===== config.mk =====
export PLATFORM = sky130hd
export DESIGN_NAME = msg_request_scheduler
export DESIGN_NICKNAME = d
export VERILOG_FILES = /design/src/rtl/fix_pkg.sv /design/src/rtl/msg_req_fifo.sv /design/src/rtl/msg_request_scheduler.sv
export SDC_FILE = /design/constraint.sdc
export NUM_CORES = 1
export LEC_CHECK = 0
export CAP_MARGIN = 0
export CORE_MARGIN = 4
export CORE_UTILIZATION = 46
export CTS_BUF_LIST = sky130_fd_sc_hd__clkbuf_8
export DETAILED_ROUTE_END_ITERATION = 10
export PLACE_DENSITY_LB_ADDON = 0.12
export SYNTH_ARGS = -nofsm -noshare
export SYNTH_HDL_FRONTEND = slang
export SYNTH_SLANG_ARGS = --single-unit

===== constraint.sdc =====
create_clock -name clk -period 4.6 [get_ports clk]
set_input_delay 1.15 -clock clk [delete_from_list [all_inputs] [get_ports clk]]
set_output_delay 1.15 -clock clk [all_outputs]
set_load 0.03 [all_outputs]

===== src/rtl/fix_pkg.sv =====
// Encodings shared with session_manager: message types, session states, validity codes,
// plus the scheduler's own state type and a legality helper.
package fix_pkg;

  typedef enum logic [3:0] {
    MSG_NONE       = 4'd0,
    MSG_LOGON      = 4'd1,
    MSG_HEARTBEAT  = 4'd2,
    MSG_RESEND_REQ = 4'd3,
    MSG_LOGOUT     = 4'd4,
    MSG_RESET      = 4'd5,
    MSG_GAP_FILL   = 4'd6,
    MSG_BUSINESS   = 4'd7
  } msg_type_e;

  typedef enum logic [2:0] {
    SESS_FREE,
    SESS_LOGON_SENT,
    SESS_ACTIVE,
    SESS_LOGOUT_SENT,
    SESS_CLOSED
  } sess_state_e;

  typedef enum logic [1:0] {
    VAL_OK,
    VAL_BAD_SEQ,
    VAL_BAD_TYPE,
    VAL_NO_SESSION
  } valid_code_e;

  typedef enum logic [1:0] {
    SCH_IDLE,
    SCH_OFFER,
    SCH_BUSY
  } sched_state_e;

  function automatic logic is_legal_type(input logic [3:0] t);
    return (t >= MSG_LOGON) && (t <= MSG_BUSINESS);
  endfunction

endpackage


===== src/rtl/msg_req_fifo.sv =====
// Request FIFO with registered head and read-only view of every entry, so the
// scheduler can look for an already-queued heartbeat for the same host.
module msg_req_fifo #(
  parameter int DEPTH = 8,
  parameter int W     = 14
) (
  input  logic                        clk,
  input  logic                        rst,
  input  logic                        push_i,
  input  logic [W-1:0]                push_data_i,
  input  logic                        pop_i,
  output logic [W-1:0]                head_o,
  output logic [$clog2(DEPTH):0]      count_o,
  output logic                        full_o,
  output logic                        empty_o,
  output logic [DEPTH-1:0][W-1:0]     entries_o,
  output logic [DEPTH-1:0]            entry_live_o
);

  localparam int AW = $clog2(DEPTH);

  logic [W-1:0]  mem_q [DEPTH];
  logic [AW:0]   wr_q, wr_d, rd_q, rd_d;
  logic [W-1:0]  head_q, head_d;
  logic [AW:0]   count;

  // NOTE: every signal written here gets a default before any condition, so no latch is inferred.
  always_comb begin
    wr_d   = wr_q + {{AW{1'b0}}, push_i};
    rd_d   = rd_q + {{AW{1'b0}}, pop_i};
    // Writing into an otherwise empty FIFO: the new word becomes the head directly.
    head_d = (push_i && (wr_q == rd_d)) ? push_data_i : mem_q[rd_d[AW-1:0]];
  end

  assign count   = wr_q - rd_q;
  assign count_o = count;
  assign full_o  = (count == (AW+1)'(DEPTH));
  assign empty_o = (count == '0);
  assign head_o  = head_q;

  // Live means occupied and not leaving with this cycle's pop.
  always_comb begin
    logic [AW-1:0] off;
    off          = '0;
    entries_o    = '0;
    entry_live_o = '0;
    for (int i = 0; i < DEPTH; i++) begin
      off             = AW'(i) - rd_q[AW-1:0];
      entries_o[i]    = mem_q[i];
      entry_live_o[i] = ({1'b0, off} < count) && !(pop_i && (off == '0));
    end
  end

  // NOTE: state flops use non-blocking assignments so every flop samples pre-edge values.
  always_ff @(posedge clk) begin
    if (!rst) begin
      wr_q   <= '0;
      rd_q   <= '0;
      head_q <= '0;
    end else begin
      wr_q   <= wr_d;
      rd_q   <= rd_d;
      head_q <= head_d;
    end
  end

  // NOTE: storage is deliberately not reset; the pointers alone decide which words are live.
  always_ff @(posedge clk) begin
    if (push_i) mem_q[wr_q[AW-1:0]] <= push_data_i;
  end

endmodule


===== src/rtl/msg_request_scheduler.sv =====
// Queues message requests from session_manager and offers them one at a time to the
// message creator; logout uses a priority slot, duplicate heartbeats are coalesced.
module msg_request_scheduler
  import fix_pkg::*;
#(
  parameter int HOST_W  = 10,
  parameter int DEPTH   = 8,
  parameter int DONE_TO = 1024
) (
  input  logic                      clk,
  input  logic                      rst,
  input  logic                      req_valid_i,
  input  logic [3:0]                req_type_i,
  input  logic [HOST_W-1:0]         req_host_i,
  output logic                      msg_valid_o,
  output logic [3:0]                msg_type_o,
  output logic [HOST_W-1:0]         msg_host_o,
  input  logic                      msg_ready_i,
  input  logic                      creator_done_i,
  output logic [$clog2(DEPTH):0]    q_count_o,
  output logic                      overflow_o,
  output logic                      illegal_o,
  output logic                      done_timeout_o
);

  localparam int W  = 4 + HOST_W;
  localparam int TW = $clog2(DONE_TO);

  sched_state_e       state_q, state_d;
  logic               msg_valid_q, msg_valid_d;
  logic [3:0]         msg_type_q, msg_type_d;
  logic [HOST_W-1:0]  msg_host_q, msg_host_d;
  logic               from_slot_q, from_slot_d;
  logic [TW-1:0]      timer_q, timer_d;
  logic               slot_full_q, slot_full_d;
  logic [HOST_W-1:0]  slot_host_q, slot_host_d;
  logic               overflow_q, overflow_d;
  logic               illegal_q, illegal_d;
  logic               timeout_q, timeout_d;

  logic                    fifo_push, fifo_pop, fifo_full, fifo_empty;
  logic [W-1:0]            fifo_head;
  logic [DEPTH-1:0][W-1:0] fifo_entries;
  logic [DEPTH-1:0]        fifo_live;
  logic                    accept, req_legal, req_logout, req_hb, hb_dup, queue_req;

  msg_req_fifo #(
    .DEPTH (DEPTH),
    .W     (W)
  ) u_fifo (
    .clk          (clk),
    .rst          (rst),
    .push_i       (fifo_push),
    .push_data_i  ({req_type_i, req_host_i}),
    .pop_i        (fifo_pop),
    .head_o       (fifo_head),
    .count_o      (q_count_o),
    .full_o       (fifo_full),
    .empty_o      (fifo_empty),
    .entries_o    (fifo_entries),
    .entry_live_o (fifo_live)
  );

  // Request admission: urgent slot, heartbeat coalescing, FIFO push and drop flags.
  always_comb begin
    accept     = (state_q == SCH_OFFER) && msg_ready_i;
    fifo_pop   = accept && !from_slot_q;
    req_legal  = is_legal_type(req_type_i);
    req_logout = (req_type_i == MSG_LOGOUT);
    req_hb     = (req_type_i == MSG_HEARTBEAT);

    hb_dup = (state_q == SCH_OFFER) && !msg_ready_i &&
             (msg_type_q == MSG_HEARTBEAT) && (msg_host_q == req_host_i);
    for (int i = 0; i < DEPTH; i++) begin
      if (fifo_live[i] && (fifo_entries[i][W-1:HOST_W] == MSG_HEARTBEAT) &&
          (fifo_entries[i][HOST_W-1:0] == req_host_i))
        hb_dup = 1'b1;
    end

    queue_req  = req_valid_i && req_legal && !req_logout && !(req_hb && hb_dup);
    fifo_push  = queue_req && (!fifo_full || fifo_pop);
    overflow_d = (queue_req && fifo_full && !fifo_pop) ||
                 (req_valid_i && req_logout && slot_full_q);
    illegal_d  = req_valid_i && !req_legal;

    slot_full_d = slot_full_q && !(accept && from_slot_q);
    slot_host_d = slot_host_q;
    if (req_valid_i && req_logout && !slot_full_q) begin
      slot_full_d = 1'b1;
      slot_host_d = req_host_i;
    end
  end

  always_comb begin
    state_d     = state_q;
    msg_valid_d = msg_valid_q;
    msg_type_d  = msg_type_q;
    msg_host_d  = msg_host_q;
    from_slot_d = from_slot_q;
    timer_d     = timer_q;
    timeout_d   = 1'b0;
    case (state_q)
      SCH_IDLE: begin
        if (slot_full_q) begin
          msg_type_d  = MSG_LOGOUT;
          msg_host_d  = slot_host_q;
          from_slot_d = 1'b1;
          msg_valid_d = 1'b1;
          state_d     = SCH_OFFER;
        end else if (!fifo_empty) begin
          {msg_type_d, msg_host_d} = fifo_head;
          from_slot_d = 1'b0;
          msg_valid_d = 1'b1;
          state_d     = SCH_OFFER;
        end
      end
      SCH_OFFER: begin
        if (msg_ready_i) begin
          msg_valid_d = 1'b0;
          timer_d     = '0;
          state_d     = SCH_BUSY;
        end
      end
      SCH_BUSY: begin
        if (creator_done_i) begin
          state_d = SCH_IDLE;
        end else if (timer_q == TW'(DONE_TO - 1)) begin
          timeout_d = 1'b1;
          state_d   = SCH_IDLE;
        end else begin
          timer_d = timer_q + 1'b1;
        end
      end
      default: state_d = SCH_IDLE;
    endcase
  end

  always_ff @(posedge clk) begin
    if (!rst) begin
      state_q     <= SCH_IDLE;
      msg_valid_q <= 1'b0;
      msg_type_q  <= '0;
      msg_host_q  <= '0;
      from_slot_q <= 1'b0;
      timer_q     <= '0;
      slot_full_q <= 1'b0;
      slot_host_q <= '0;
      overflow_q  <= 1'b0;
      illegal_q   <= 1'b0;
      timeout_q   <= 1'b0;
    end else begin
      state_q     <= state_d;
      msg_valid_q <= msg_valid_d;
      msg_type_q  <= msg_type_d;
      msg_host_q  <= msg_host_d;
      from_slot_q <= from_slot_d;
      timer_q     <= timer_d;
      slot_full_q <= slot_full_d;
      slot_host_q <= slot_host_d;
      overflow_q  <= overflow_d;
      illegal_q   <= illegal_d;
      timeout_q   <= timeout_d;
    end
  end

  assign msg_valid_o    = msg_valid_q;
  assign msg_type_o     = msg_type_q;
  assign msg_host_o     = msg_host_q;
  assign overflow_o     = overflow_q;
  assign illegal_o      = illegal_q;
  assign done_timeout_o = timeout_q;

endmodule

# After elaboration in Yosys (flattened, before gate mapping)
# Memory sizes are Yosys's and may differ from the RTL's.
# Cells that the tools add are included.
dict set report word_totals {
  in_bits 19
  memories 1
  ramBits 112
  word_cells 191
  register_bits 64
  output_inout_bits 22
}
dict set report classes {
  magnitude_cmp 10
  muxes 33
  eq_ne 31
  n_reduce_logical 88
  add_sub_neg 12
  n_bitwise 2
}
# memory words word_bits read_ports rd_clocked_by_memory_dff write_ports line_no
set mem_list {}
lappend mem_list {u_fifo.mem_q 8 14 9 0 1 msg_req_fifo.sv:22} ;# logic [W-1:0] mem_q [DEPTH];
# op n
set ops {}
lappend ops {{$eq A10 B10 Y1} 9}
lappend ops {{$logic_and A1 B1 Y1} 52}
lappend ops {{$mux W10} 5}
lappend ops {{$eq A4 B2 Y1 const B} 10}
lappend ops {{$lt A3 B4 Y1} 8}
lappend ops {{$logic_not A3 Y1} 8}
lappend ops {{$pmux W10 S2} 1}
lappend ops {{$logic_not A1 Y1} 17}
lappend ops {{$mux W1} 17}
lappend ops {{$mux W14} 1}
lappend ops {{$sub A3 B3 Y3 const A} 4}
lappend ops {{$add A10 B1 Y10 const B} 1}
lappend ops {{$eq A10 B10 Y1 const B} 1}
lappend ops {{$mux W2} 5}
lappend ops {{$add A4 B1 Y4} 2}
lappend ops {{$mux W4} 2}
lappend ops {{$ne A2 B2 Y1 const B} 4}
lappend ops {{$ne A3 B3 Y1 const B} 2}
lappend ops {{$pmux W2 S3} 1}
lappend ops {{$reduce_and A3 Y1} 2}
lappend ops {{$sub A1 B3 Y3 const A} 2}
lappend ops {{$sub A2 B3 Y3 const A} 2}
lappend ops {{$eq A4 B3 Y1 const B} 1}
lappend ops {{$eq A4 B4 Y1} 1}
lappend ops {{15 further kinds} 18}

# Longest topological paths before layout
# Gate-level depths: netlist of the first run.
dict set report depth {
  word_depth 22
  depth_mapped 19
  depth_no_buf 18
}

# Hierarchy
# From an unflattened synthesis of the first run, not the netlist that was laid out.
dict set report unflattened {
  cells_unflattened 733
  hier_area_um2 8917.3
}
# mod cells_each seq_area_each_um2 instances area_each_um2
set modules_own_cells {}
lappend modules_own_cells {msg_req_fifo 394 3803.6 1 5864.4}
lappend modules_own_cells {msg_request_scheduler 339 840.8 1 3052.9}

# Worst setup path before layout of the first run
# OpenSTA, ideal clock, no wires.
dict set report synth_timing {
  path_kind {register to register}
  startpoint {reg u_fifo.wr_q[1]}
  endpoint {mem u_fifo.mem_q[0][0], enable pin}
  setup_time_ns 0.421
  required_time_ns 4.179
  stages_incl_launch_ff 15
  arrival_time_ns 4.741
  period_less_slack_ns 5.162
  setup_slack_ns -0.562
  n_path_buf 2
  cell_sequence {dfxtp_1 -> clkbuf_1 -> inv_1 -> fa_1 -> inv_1 -> ha_1 -> a21oi_1 -> maj3_1 -> nand2_1 -> nand3_2 -> nor4_4 -> a31oi_4 -> or2_4 -> buf_6 -> nor4_1}
}
dict set report synth_between {
  elab_chain_len 19
  word_cells_on_any_way 50
  cone_classes {add/sub (1); order compare (8); eq/ne (1); mux (10); reduce/logical (30)}
}
# item line_no
set synth_lines {}
lappend synth_lines {{start, declared} msg_req_fifo.sv:23} ;# logic [AW:0] wr_q, wr_d, rd_q, rd_d;
lappend synth_lines {{start signal, assigned} msg_req_fifo.sv:61} ;# wr_q <= wr_d;
lappend synth_lines {{$sub A4 B4 Y4 *} msg_req_fifo.sv:35} ;# assign count = wr_q - rd_q;
lappend synth_lines {{net q_count_o[1]} msg_request_scheduler.sv:20} ;# output logic [$clog2(DEPTH):0] q_count_o,
lappend synth_lines {{$lt A3 B4 Y1} msg_req_fifo.sv:50} ;# entry_live_o[i] = ({1'b0, off} < count) && !(pop_i && (off == '0));
lappend synth_lines {{$logic_and A1 B1 Y1} msg_req_fifo.sv:50}
lappend synth_lines {{$logic_and A1 B1 Y1 (2 in a row)} msg_request_scheduler.sv:75} ;# if (fifo_live[i] && (fifo_entries[i][W-1:HOST_W] == MSG_HEARTBEAT) &&
lappend synth_lines {{$mux W1 (8 in a row)} msg_request_scheduler.sv:75}
lappend synth_lines {{$logic_and A1 B1 Y1} msg_request_scheduler.sv:80} ;# queue_req = req_valid_i && req_legal && !req_logout && !(req_hb && hb_dup);
lappend synth_lines {{$logic_not A1 Y1} msg_request_scheduler.sv:80}
lappend synth_lines {{$logic_and A1 B1 Y1} msg_request_scheduler.sv:80}
lappend synth_lines {{$logic_and A1 B1 Y1 *} msg_request_scheduler.sv:81} ;# fifo_push = queue_req && (!fifo_full || fifo_pop);
lappend synth_lines {{$mux W1 *} msg_req_fifo.sv:69} ;# if (push_i) mem_q[wr_q[AW-1:0]] <= push_data_i;
lappend synth_lines {{$mux W1 (not written as such) *} msg_req_fifo.sv:69}
lappend synth_lines {{end, declared} msg_req_fifo.sv:22}
# The timed path passes the listed nets; every way through them passes the cells marked *.

# Worst setup path in the final report of the first run
dict set report layout_timing {
  startpoint {in req_host_i[9]}
  endpoint {reg u_fifo.wr_q[2]}
}
dict set report layout_between {
  elab_chain_len 15
  word_cells_on_any_way 31
  cone_classes {add/sub (1); eq/ne (9); mux (8); reduce/logical (13)}
}
# item line_no
set layout_lines {}
lappend layout_lines {{start, declared} msg_request_scheduler.sv:14} ;# input logic [HOST_W-1:0] req_host_i,
lappend layout_lines {{$eq A10 B10 Y1 (on tied branches)} {msg_request_scheduler.sv:73, msg_request_scheduler.sv:76}}
lappend layout_lines {{$logic_and A1 B1 Y1 (on tied branches)} {msg_request_scheduler.sv:73, msg_request_scheduler.sv:75}}
lappend layout_lines {{$mux W1 (7 in a row)} msg_request_scheduler.sv:75}
lappend layout_lines {{$mux W1 *} msg_request_scheduler.sv:75}
lappend layout_lines {{$logic_and A1 B1 Y1 *} msg_request_scheduler.sv:80}
lappend layout_lines {{$logic_not A1 Y1 *} msg_request_scheduler.sv:80}
lappend layout_lines {{$logic_and A1 B1 Y1 *} msg_request_scheduler.sv:80}
lappend layout_lines {{$logic_and A1 B1 Y1 *} msg_request_scheduler.sv:81}
lappend layout_lines {{$add A4 B1 Y4 *} msg_req_fifo.sv:29} ;# wr_d = wr_q + {{AW{1'b0}}, push_i};
# Mark *: on every way between the ends. The rest lies on a longest branch, timed or not.
# A chain may end at the register's enable or synchronous reset.

==> out/summary.txt, run 1 <==
worst vdd ir -> 0.0001712 V
Rel. slew slack -> 0.3779
via count -> 5891
final hold vios -> 0
antenna violation net count after detailed routing -> 0
status -> finished, final reports clean
H-tree Lvls -> 4
CP max FO -> 5
fraction of layout instances using a drive strength above 1 -> 0.1616
Pre-antenna DRT Iters -> 4
Clock Path Buffers -> 2
post-CTS setup repair buffer count -> 0
LEAKAGE -> 3.395 nW
total track usage -> 0.2117
Buf+Inv Stages, Crit Path -> 3
DRC viols -> 0
total chip power -> 0.004304 W
Yosys cell types -> 62
Remaining Overflow, GRT -> 0
Wirelength per Cell -> 21.33 um
DIE WIDTH -> 147.4 um
Clock Latency Late Sink -> 470 ps
Reg2Reg Setup Slack -> 490 ps
family with the most delay on the worst path -> simple AND/OR/NAND/NOR gates
io pins -> 41
worst reg2reg path depth -> 16
largest net degree at the start of global routing -> 59
highest routed metal layer -> met4
worst hold slack -> 468.4 ps
wl on met1 -> 10250 um
worst setup path class -> input pin to register
Seq/Total Area, Yosys -> 0.5194
DR WL met2 -> 10810 um
ant diodes -> 0
Slowest-stage cell, CP -> nor4_1
vias per cell -> 5.632
pwr/cell area -> 414.6 nW/um2
Reg-to-Reg End -> u_fifo.mem_q[5][9]
worst r2r src -> u_fifo.wr_q[0]
DRT Wirelength -> 22310 um
Initial DRC Count -> 391
Least-Margin Pin Slew -> 933.2 ps
crit-path cells -> clkdlybuf4s50_1, buf_4, xnor2_1, nand4_1, nor4_1, a21oi_1, o2111ai_1, nor4_4, a31oi_4, or2_4, inv_2, ha_1, ha_1, xor2_1, and2_1
number of synthesized register bits -> 176
Synth Warn # -> 0
Final Util -> 0.5495
number of buffers created by CTS -> 17
cts hold-fix bufs -> 0
row count -> 50
CTS resizes -> 0
clock transition at the registers of the reported paths -> 90 ps
Layout Nets -> 812
clock sink total -> 176
Max Clk Rate -> 237.4 MHz
CP arrival -> 4580 ps
crit path launch type -> input pin
Core Box Area -> 18890 um2
Final Cycle Share -> 0.9158
initial antenna violation count -> 0
CP endpoint -> u_fifo.wr_q[2]
Starting Density -> 0.4733
maxcap violations -> 0
Mapped Nets -> 749
clk_skew -> 15.14 ps
CP Capture Type -> register
CTS root buffer -> clkbuf_8
DP HPWL -> 16710 um
CTS tree -> yes
Hold Crit Class -> register to register
area of the die -> 21730 um2
Mapped Cells -> 710
port buffer count -> 40
crit path launch -> req_host_i[9]
ys async rst share -> 0
worst path required time -> 4970 ps
min Tclk post-route -> 4212 ps
Die Ht -> 147.4 um
Worst path most repeated cell -> ha_1
vias in the first global route -> 5935
final-report max-slew violation count -> 0
Area Growth Syn to Fin -> 16.11%
number of synthesized flops with an enable pin -> 112
first-pass GRT wire length -> 35070 um
CP max stage delay -> 690 ps
main flop type after synthesis -> edfxtp_1
WL met3 -> 910 um
final-layout fill cell count -> 1595
GP Congestion -> 0.8751
Levels on crit path -> 15
Cell Area, Synth -> 8942 um2
syn_area_per_cell -> 12.59 um2
final setup vio count -> 0
RSZ-0062 raised after global routing -> false
[state kept, by name, indices dropped and copies added, names as in the netlist, 2 cells and up]
register / cells
slot_host_q: 10
u_fifo.wr_q: 4
u_fifo.rd_q: 4
timer_q: 10
state_q: 2
msg_type_o: 4
u_fifo.head_o: 14
u_fifo.mem_q: 112
msg_host_o: 10
[per-stage QoR]
stage               TNS, ps  setup WS [ps]  cell area, um2  instances
CTS                       0          451.4           10380       1046
global route              0          278.6           10380       1046
finish                    0          387.5           10380       1046
floorplan            -27560         -562.0            8942        710
global placement     -212.4         -106.4            9990       1014
detailed placement   -37.33         -37.33            9990       1014
[routing by layer]
layer	up-vias	global-route usage
met2	145	0.3406
met5	-	0
li1	2804	-
met1	2921	0.2988
met4	0	0.05965
met3	21	0.03556
[worst register-to-register path: cells and delay by family (launching register included)]
kind	cells	cell delay [ps]
AOI/OAI and AO/OA	2	240
adders and majority gates	4	1370
buffers and inverters	5	750
DFF	1	320
and+or+nand+nor	5	1130
[synthesized netlist by cell type, drive strengths merged (2+ instances only)]
cell type  instances  share of area
edfxtp           112           0.38
xnor2             99          0.098
dfxtp             64           0.14
nand2             56          0.024
mux4              28          0.071
nand4             26          0.018
mux2i             25          0.028
nand3             24          0.014
buf               21          0.018
clkbuf            18         0.0076
ha                18          0.025
nor4              17          0.014
inv               16         0.0067
nor2              15         0.0063
nor3              15         0.0084
a21boi            14          0.012
o311a             14          0.016
a21oi             13         0.0073
o31ai             13          0.011
nor4b             12          0.013
o211a             12          0.013
xor2              11          0.011
and2              10         0.0070
nor2b              6         0.0042
nand3b             5         0.0042
o21ai              5         0.0028
and3               4         0.0028
nand2b             4         0.0028
or2                4         0.0031
or3                3         0.0021
a211oi             2         0.0022
a31oi              2         0.0031
and4               2         0.0020
fa                 2         0.0045
maj3               2         0.0022
o211ai             2         0.0017
o221ai             2         0.0027
o22ai              2         0.0014
or4                2         0.0021
[kinds of logic after synthesis]
family | share of synthesized area
muxes | 0.09976
AOI/OAI and AO/OA | 0.07793
and+or+nand+nor | 0.1298
DFF | 0.5194
buffers and inverters | 0.03260
xor gates and xnor gates | 0.1086
adders and majority gates | 0.03190
[power breakdown]
group	internal (W)	leakage (nW)	switching [W]	total (W)
combinational	0.000590	1.65	0.000754	0.00134
sequential	0.00180	1.54	0.0000794	0.00188
clock	0.000491	0.209	0.000585	0.00108
[layout by cell type, fill, tap and decap left out, types with 5 or more instances in the layout]
| master | count |
|---|---|
| nand4_1 | 26 |
| o311a_1 | 14 |
| nand3b_1 | 5 |
| nor3_2 | 5 |
| mux4_2 | 28 |
| inv_1 | 17 |
| xnor2_1 | 98 |
| nor2_1 | 15 |
| nor4b_1 | 10 |
| nor3_1 | 10 |
| a21oi_1 | 13 |
| o21ai_0 | 5 |
| clkbuf_8 | 17 |
| dfxtp_1 | 64 |
| nand3_1 | 23 |
| o211a_1 | 12 |
| xor2_1 | 10 |
| o31ai_1 | 13 |
| edfxtp_1 | 112 |
| clkdlybuf4s50_1 | 39 |
| ha_1 | 17 |
| and2_1 | 10 |
| buf_12 | 15 |
| mux2i_1 | 25 |
| nor2b_1 | 6 |
| nor4_1 | 14 |
| buf_4 | 28 |
| nand2_1 | 55 |
| a21boi_0 | 14 |
[how the worst min path moves through the flow]
stage / startpoint / end / depth (start not counted)
after floorplan: slot_host_q[0] / slot_host_q[0] / 2
after global placement: slot_host_q[6] / slot_host_q[6] / 2
after detailed placement: slot_host_q[0] / slot_host_q[0] / 2
after CTS: slot_host_q[0] / slot_host_q[0] / 2
after global routing: slot_host_q[0] / slot_host_q[0] / 2
final: slot_host_q[0] / slot_host_q[0] / 2
[final cells by class]
type / instances / area, um2 / share of cell area
clock buffers: 17 / 234.0 / 0.02254
clock inverters: 15 / 158.9 / 0.01530
inverters: 16 / 60.06 / 0.005785
multi-input cells: 479 / 4054 / 0.3905
flip-flops and latches: 176 / 4644 / 0.4473
well taps: 260 / 325.3 / 0.03133
repair buffers: 83 / 905.9 / 0.08725
Power figures use the tool's default switching activity.
==> run 2, diff against run 1 <==
- CORE_MARGIN: 4 -> 5
==> out/summary.txt, run 2 (synthesis results as in run 1) <==
vias in the first global route -> 5791
antenna violation net count after detailed routing -> 0
total track usage -> 0.2017
clk_skew -> 18.08 ps
post-CTS setup repair buffer count -> 0
CTS resizes -> 0
via count -> 5828
clock sink total -> 176
commonest cells after routing, fill and taps aside -> edfxtp_1, xnor2_1, dfxtp_1
worst setup path class -> register to output port
Final Util -> 0.5383
Layout Nets -> 809
number of buffers created by CTS -> 17
final-layout fill cell count -> 1682
ant diodes -> 0
clock transition at the registers of the reported paths -> 100 ps
CP max FO -> 10
max reg flops -> 112
Area Growth Syn to Fin -> 16.01%
Final Cycle Share -> 0.9134
Cell Area, Placed -> 9978 um2
post-route cell area -> 10370 um2
LEAKAGE -> 3.388 nW
final-report max-slew violation count -> 0
cts hold-fix bufs -> 0
worst r2r src -> u_fifo.wr_q[0]
worst vdd ir -> 0.0001937 V
CTS root buffer -> clkbuf_8
maxcap violations -> 0
worst hold slack -> 472.4 ps
Max Clk Rate -> 238.0 MHz
CP endpoint -> q_count_o[3]
DP HPWL -> 16590 um
Reg2Reg Setup Slack -> 530 ps
Initial DRC Count -> 390
final setup vio count -> 0
vias per cell -> 5.561
port buffer count -> 40
RSZ-0062 raised after global routing -> false
H-tree Lvls -> 4
final hold vios -> 0
first-pass GRT wire length -> 33980 um
Pre-antenna DRT Iters -> 5
CTS tree -> yes
worst path required time -> 3450 ps
largest net degree at the start of global routing -> 59
area of the multi-input gates -> 4059 um2
crit path launch -> u_fifo.rd_q[2]
Core Box Area -> 19270 um2
Die Ht -> 149.4 um
row count -> 51
Rel. slew slack -> 0.3902
pwr/cell area -> 418.6 nW/um2
DRC viols -> 0
Starting Density -> 0.4640
worst reg2reg path depth -> 16
FF+latch area -> 4644 um2
Hold Crit Class -> register to register
Wirelength per Cell -> 20.92 um
crit path launch type -> register
io pins -> 41
area of the die -> 22330 um2
Reg-to-Reg End -> u_fifo.mem_q[6][6]
CP Capture Type -> output port
CP arrival -> 3050 ps
DRT Wirelength -> 21930 um
initial antenna violation count -> 0
commonest non-fill, non-tap cell in the layout -> edfxtp_1
status -> finished, final reports clean
Clock Latency Late Sink -> 460 ps
Clock Path Buffers -> 2
fraction of layout instances using a drive strength above 1 -> 0.1596
Remaining Overflow, GRT -> 0
Least-Margin Pin Slew -> 914.6 ps
GP Congestion -> 0.8943
min Tclk post-route -> 4201 ps
DIE WIDTH -> 149.4 um
[run 2: cell types whose count changed in the layout (fill, tap and decap cells not counted), sizes merged]
cell	delta
inv	+2
clkinv	-1
buf	-3
clkinvlp	-1
[run 2: through the flow]
| stage | TNS (ps) | worst slack, ps | total power, W | cells |
|---|---|---|---|---|
| after floorplan | -27560 | -562.0 | 0.002819 | 710 |
| after global placement | -31.38 | -31.38 | 0.003277 | 1016 |
| after detailed placement | 0 | 28.98 | 0.003303 | 1016 |
| after CTS | 0 | 389.8 | 0.004391 | 1048 |
| after global routing | 0 | 250.7 | 0.004571 | 1048 |
| final | 0 | 398.6 | 0.004342 | 1048 |
[run 2: worst max-delay path: stages, from the launching register on]
cell and delay, ps:
dfxtp_1 640, inv_1 120, ha_1 390, inv_1 80, o21bai_1 180, xor2_1 330, inv_1 200, clkdlybuf4s50_1 630
[run 2: per-layer routing]
layer | vias up | routed length (um) | track usage
met3 | 19 | 793 | 0.02726
met5 | - | 0 | 0
met4 | 0 | 236 | 0.04989
li1 | 2794 | - | -
met1 | 2895 | 10120 | 0.2800
met2 | 120 | 10770 | 0.3378
[run 2: cell type report]
cell class,count,share of cell area
timing repair buffer,80,0.08515
tap,265,0.03196
clock buffer,17,0.02255
multi-input combinational,479,0.3913
sequential,176,0.4477
inverter,16,0.005789
clock inverter,15,0.01556
[run 2: how the worst min path moves through the flow]
| stage | from | to | slack [ps] | cells past startpoint |
|---|---|---|---|---|
| 2_1_floorplan | slot_host_q[0] | slot_host_q[0] | 440 | 2 |
| 3_3_place_gp | slot_host_q[4] | slot_host_q[4] | 450 | 2 |
| 3_5_place_dp | slot_host_q[2] | slot_host_q[2] | 460 | 2 |
| 4_1_cts | slot_host_q[2] | slot_host_q[2] | 470 | 2 |
| 5_1_grt | slot_host_q[2] | slot_host_q[2] | 490 | 2 |
| 6_report | slot_host_q[8] | slot_host_q[8] | 470 | 2 |
[run 2: where the power goes]
part / internal [W] / switching [W] / total (W)
Clock: 0.000495 / 0.000594 / 0.00109
Sequential: 0.00180 / 0.0000836 / 0.00189
Combinational: 0.000600 / 0.000765 / 0.00136
Total: 0.00290 / 0.00144 / 0.00434
